==> config.mk <==
export PLATFORM = sky130hd
export DESIGN_NAME = fp16_add_seq
export DESIGN_NICKNAME = d
export VERILOG_FILES = /design/src/rtl/fp16_add_seq.sv
export SDC_FILE = /design/constraint.sdc
export NUM_CORES = 1
export LEC_CHECK = 0
export BUFFER_PORTS_ARGS = -buffer_cell sky130_fd_sc_hd__buf_2
export CORE_ASPECT_RATIO = 0.9
export CORE_UTILIZATION = 48
export DETAILED_ROUTE_END_ITERATION = 16
export PLACE_DENSITY = 0.67
export SLEW_MARGIN = 10
export SYNTH_ARGS = -nofsm -noshare
export SYNTH_HDL_FRONTEND = slang
export SYNTH_SLANG_ARGS = --single-unit
==> constraint.sdc <==
create_clock -name clk -period 3.5 [get_ports clk]
set_input_delay 0.525 -clock clk [delete_from_list [all_inputs] [get_ports clk]]
set_output_delay 0.525 -clock clk [all_outputs]
set_load 0.1 [all_outputs]
==> src/rtl/fp16_add_seq.sv <==
// Sequential half-precision adder: one operation in flight, multi-cycle
// align/normalise, truncation rounding, denormals flushed to zero.
module fp16_add_seq #(
  parameter bit SAT_INF = 1'b1
) (
  input  logic        clk,
  input  logic        rst,
  input  logic        in_valid,
  output logic        in_ready,
  input  logic [15:0] a,
  input  logic [15:0] b,
  output logic        out_valid,
  input  logic        out_ready,
  output logic [15:0] result,
  output logic        overflow,
  output logic        busy
);

  typedef enum logic [2:0] {
    IDLE, ALIGN, ADD, NORM, PACK, OUT
  } state_t;

  state_t state, nstate;

  logic [4:0]  ea, eb;
  logic [10:0] ma, mb;
  logic        a_nan, b_nan;
  logic        a_inf, b_inf;
  logic        spec_in, a_big;
  logic [15:0] spec_val;

  logic        sx, sub, spec;
  logic [4:0]  ex, d;
  logic [11:0] mx;
  logic [10:0] my;
  logic [15:0] sval;

  assign ea = a[14:10];
  assign eb = b[14:10];
  assign ma = (ea != 5'd0) ? {1'b1, a[9:0]} : 11'd0;
  assign mb = (eb != 5'd0) ? {1'b1, b[9:0]} : 11'd0;

  assign a_nan = (&ea) & (|a[9:0]);
  assign b_nan = (&eb) & (|b[9:0]);
  assign a_inf = (&ea) & ~(|a[9:0]);
  assign b_inf = (&eb) & ~(|b[9:0]);
  assign spec_in = (&ea) | (&eb);

  // inf - inf and any NaN collapse to the canonical quiet NaN
  always_comb begin
    spec_val = b;
    if (a_nan | b_nan | (a_inf & b_inf & (a[15] ^ b[15])))
      spec_val = 16'h7E00;
    else if (a_inf)
      spec_val = a;
  end

  assign a_big = {ea, ma} >= {eb, mb};

  assign in_ready  = (state == IDLE);
  assign out_valid = (state == OUT);
  assign busy      = (state != IDLE);

  always_ff @(posedge clk) begin
    if (rst) state <= IDLE;
    else     state <= nstate;
  end

  always_comb begin
    nstate = state;
    unique case (state)
      IDLE:  if (in_valid) nstate = spec_in ? PACK : ALIGN;
      ALIGN: if (d == 5'd0) nstate = ADD;
      ADD:   nstate = NORM;
      NORM: begin
        if (mx[11])
          nstate = NORM;
        else if (mx == 12'd0)
          nstate = PACK;
        else if (!mx[10])
          nstate = (ex == 5'd1) ? PACK : NORM;
        else
          nstate = PACK;
      end
      PACK:  nstate = OUT;
      OUT:   if (out_ready) nstate = IDLE;
      default: nstate = IDLE;
    endcase
  end

  always_ff @(posedge clk) begin
    if (rst) begin
      sx       <= 1'b0;
      sub      <= 1'b0;
      spec     <= 1'b0;
      ex       <= 5'd0;
      d        <= 5'd0;
      mx       <= 12'd0;
      my       <= 11'd0;
      sval     <= 16'h0000;
      result   <= 16'h0000;
      overflow <= 1'b0;
    end else begin
      unique case (state)
        IDLE: if (in_valid) begin
          sub  <= a[15] ^ b[15];
          spec <= spec_in;
          sval <= spec_val;
          if (a_big) begin
            sx <= a[15];
            ex <= ea;
            mx <= {1'b0, ma};
            my <= mb;
            d  <= ea - eb;
          end else begin
            sx <= b[15];
            ex <= eb;
            mx <= {1'b0, mb};
            my <= ma;
            d  <= eb - ea;
          end
        end
        ALIGN: begin
          if (d >= 5'd12) begin
            my <= 11'd0;
            d  <= 5'd0;
          end else if (d != 5'd0) begin
            my <= my >> 1;
            d  <= d - 5'd1;
          end
        end
        ADD: begin
          if (sub) mx <= mx - {1'b0, my};
          else     mx <= mx + {1'b0, my};
        end
        NORM: begin
          if (mx[11]) begin
            mx <= mx >> 1;
            ex <= ex + 5'd1;
          end else if (mx == 12'd0) begin
            sx <= 1'b0;
            ex <= 5'd0;
          end else if (!mx[10]) begin
            // below the smallest normal: flush instead of going denormal
            if (ex == 5'd1) begin
              sx <= 1'b0;
              ex <= 5'd0;
              mx <= 12'd0;
            end else begin
              mx <= mx << 1;
              ex <= ex - 5'd1;
            end
          end
        end
        PACK: begin
          if (spec) begin
            result   <= sval;
            overflow <= 1'b0;
          end else if (ex == 5'd31) begin
            result   <= {sx, SAT_INF ? 15'h7C00 : 15'h7BFF};
            overflow <= 1'b1;
          end else begin
            result   <= {sx, ex, mx[9:0]};
            overflow <= 1'b0;
          end
        end
        OUT: ;
        default: ;
      endcase
    end
  end

endmodule
==> run metrics <==
total of max-cap violations 0; summed instance area of the synthesized netlist 0.00546 mm2; final hold violation count 0; family of cells with the greatest summed delay on the critical path simple AND/OR/NAND/NOR gates; DR vias/cell 6.07; leading cell types by total area after synthesis sky130_fd_sc_hd__dfxtp_1, sky130_fd_sc_hd__ha_1, sky130_fd_sc_hd__mux2i_1, sky130_fd_sc_hd__nor2_1, sky130_fd_sc_hd__nand2_1; final cell utilization of the core 0.564; Hold Path Stages 2; number of cells on the worst reg-to-reg path 13; # diodes 0; buffer count from post-CTS setup fixing 0; Critical Path RT 3.71 ns; Syn Inst Count 693; Reg-to-Reg Start my[3]; number of sinks driven by the clock tree 72; initial core utilization 0.499; cell taking the most area after synthesis sky130_fd_sc_hd__dfxtp_1; Yosys warnings 0; WL/cell 18.7 um; area fraction of the dominant cell type after synthesis 0.264; fraction of final layout cells with drive strength greater than 1 0.134; Seq/Total Area, Yosys 0.264; htree depth 3; Max Freq 309 MHz; vertical extent of the die 103 um; overall power 0.00497 W; antenna violations before repair 0; critical path's slowest cell sky130_fd_sc_hd__or4_1; sequential cell fraction of total power 0.259; root buf cell sky130_fd_sc_hd__clkbuf_16; most frequent cell after synthesis sky130_fd_sc_hd__nor2_1; number of library cell types mapped by synthesis 65; final setup fails 0; Starting DRT DRC Count 444; maximum clock skew at final layout 0.00864 ns; Post-synth top cells sky130_fd_sc_hd__nor2_1, sky130_fd_sc_hd__dfxtp_1, sky130_fd_sc_hd__nand2_1, sky130_fd_sc_hd__a21oi_1; setup repair after global routing missed its margin false; FF-to-FF End mx[11]; Critical path buffers and inverters 5; clock slew at reported path FFs 0.06 ns; number of buffers inserted during clock tree synthesis 9; worst-case hold slack 0.447 ns; power per unit of standard cell area 804 mW/mm2; Worst Setup Start Kind input port; CP Cell Sequence buf_2 > nor3_1 > nand3_1 > buf_4 > nand2_1 > inv_1 > ha_1 > and4_1 > nand2_1 > or4_1 > nand3_2 > buf_12 > nor2_1 > a211oi_1 > buf_4 > a211oi_1; switching power as a share of total power 0.459; Die Footprint 0.0118 mm2; Arr. time, crit path 3.45 ns; fill cell total of the finished layout 1037; post-route cell area 0.00618 mm2; Worst Setup SP a[13]; Detailed Routing Iterations Pass 1 7; x dimension of the die 114 um; TritonCTS clock tree done; internal power of the cells 0.00269 W; most used flip-flop cell after synthesis sky130_fd_sc_hd__dfxtp_1; synthesis-stage register bit count 72; number of nets in the finished design 813; final cycle utilization of the critical path 0.924; Lkg Pwr 2.68 nW; Worst Path Class, Setup input port to register; quantity of I/O buffers inserted on ports 55; weighted congestion reported at the end of routability-driven placement 0.921; clock share of power 0.203; relative slew slack 0.353; Routed WL 16700 um; maximum VDD drop 0.000364 V; largest net degree at the start of global routing 41; Min-Delay Startpoint result[10]; clock latency of the later-clocked register in the worst-skew pair 0.34 ns; fraction of registers with async set or reset after synthesis 0; P_sw 0.00228 W; Setup TNS Final 0 ns; worst reg2reg setup slack 0.43 ns; Logic pwr share 0.538; I/O Pins 56; Post-Place Cell Area 0.00586 mm2; Max Buffers Root-to-Sink 2; std cell rows 36; min Tclk post-route 3.23 ns; end of the worst hold path result[10]; Setup crit end kind register; Final ANT Viol Nets 0; cts hold-fix bufs 0; vias in the first global route 4978; kind of path behind the tightest hold check register to register; mean instance size in the synthesized netlist 7.88 um2; total grt overflow 0; total number of vias 5418; combined global-route utilization of all metal layers 0.291; crit-path max FO 24; DP Wirelength 12900 um; final number of max-transition violations 0; Residual DRC 0; measured slew at the worst slew-check pin 0.970 ns; peak per-stage delay on the critical path 0.49 ns; outcome completed; global-route wire length before repair 26400 um; core area 0.0109 mm2; net count of the mapped netlist 771; number of synthesized flops with an enable pin 0; area growth from synthesis to final layout 13.1%; count of instances resized after the clock tree is built 0
[routing by layer]
metal  vias to the layer above  part of all wire  GRT usage
met5                         -                 0          0
met4                         0             0.019     0.0989
met3                        28             0.069     0.0507
met2                       215              0.46      0.469
met1                      2568              0.45      0.395
li1                       2607                 -          -
[flip-flops by register name (all words and copies together), names as in the netlist]
register,cells
my,11
ex,5
sval,16
state,3
result,16
spec,1
sub,1
d,5
sx,1
mx,12
overflow,1
[cells in the final DEF (no fill, tap or decap), types with 6 or more instances in the layout]
cell                         n
sky130_fd_sc_hd__buf_4      18
sky130_fd_sc_hd__a221oi_1    9
sky130_fd_sc_hd__o21ai_0    19
sky130_fd_sc_hd__a311oi_1    7
sky130_fd_sc_hd__xnor2_1    15
sky130_fd_sc_hd__nor2_1     86
sky130_fd_sc_hd__inv_1      39
sky130_fd_sc_hd__and2_1      7
sky130_fd_sc_hd__dfxtp_1    72
sky130_fd_sc_hd__buf_2      55
sky130_fd_sc_hd__a31oi_1    10
sky130_fd_sc_hd__a21o_1      9
sky130_fd_sc_hd__a211oi_1   28
sky130_fd_sc_hd__clkbuf_16   9
sky130_fd_sc_hd__nand2_1    64
sky130_fd_sc_hd__nor3_1     21
sky130_fd_sc_hd__nand2b_1   11
sky130_fd_sc_hd__ha_1       39
sky130_fd_sc_hd__nand3_1    13
sky130_fd_sc_hd__nor2b_1     9
sky130_fd_sc_hd__xor2_1     10
sky130_fd_sc_hd__mux2i_1    37
sky130_fd_sc_hd__a22oi_1    17
sky130_fd_sc_hd__a21oi_1    44
sky130_fd_sc_hd__and3_1      6
sky130_fd_sc_hd__o211ai_1    7
[power by group through the flow]
stage               sequential [W]  clock [W]  combinational, W
finish                     0.00129    0.00101           0.00267
global route               0.00131    0.00105           0.00295
CTS                        0.00128    0.00102           0.00264
detailed placement         0.00130          0           0.00262
global placement           0.00129          0           0.00257
floorplan                  0.00122          0           0.00206
[logic make-up (layout without fill, tap and decap cells)]
kind of cell	Yosys count	in the layout	synth area share
simple gates	241	241	0.205
compound gates	189	189	0.241
buf+inv	82	129	0.0694
flops	72	72	0.264
fa+ha+maj	42	42	0.100
mux	41	41	0.0761
xor+xnor	26	26	0.0442
[tightest hold or removal path, stage by stage (launching register included)]
cell                      delay [ns]
sky130_fd_sc_hd__dfxtp_1        0.30
sky130_fd_sc_hd__nand2_1        0.05
sky130_fd_sc_hd__a21oi_1        0.05
[final cells by class]
class                   instances  area, um2  share of cell area
clock inverters                 6       90.1              0.0146
multi-input cells             539       3650               0.591
repair buffers                 74        430              0.0697
flip-flops and latches         72       1440               0.233
inverters                      39        146              0.0237
well taps                     152        190              0.0308
clock buffers                  10        229              0.0371
[how the worst max path moves through the flow]
stage                        end  cells past startpoint  slack, ns
final                      mx[9]                     16       0.27
after floorplan             busy                      2       0.42
after global routing      mx[11]                     13       0.10
after detailed placement   mx[9]                     16       0.02
after global placement     mx[9]                     16       0.07
after CTS                  mx[9]                     16       0.39
[through the flow]
step,instances,worst slack (ns)
2_1_floorplan,693,0.422
5_1_grt,892,0.103
3_3_place_gp,876,0.0747
4_1_cts,892,0.385
3_5_place_dp,876,0.0238
6_report,892,0.266
No activity file was read; power rests on OpenSTA's default activity.
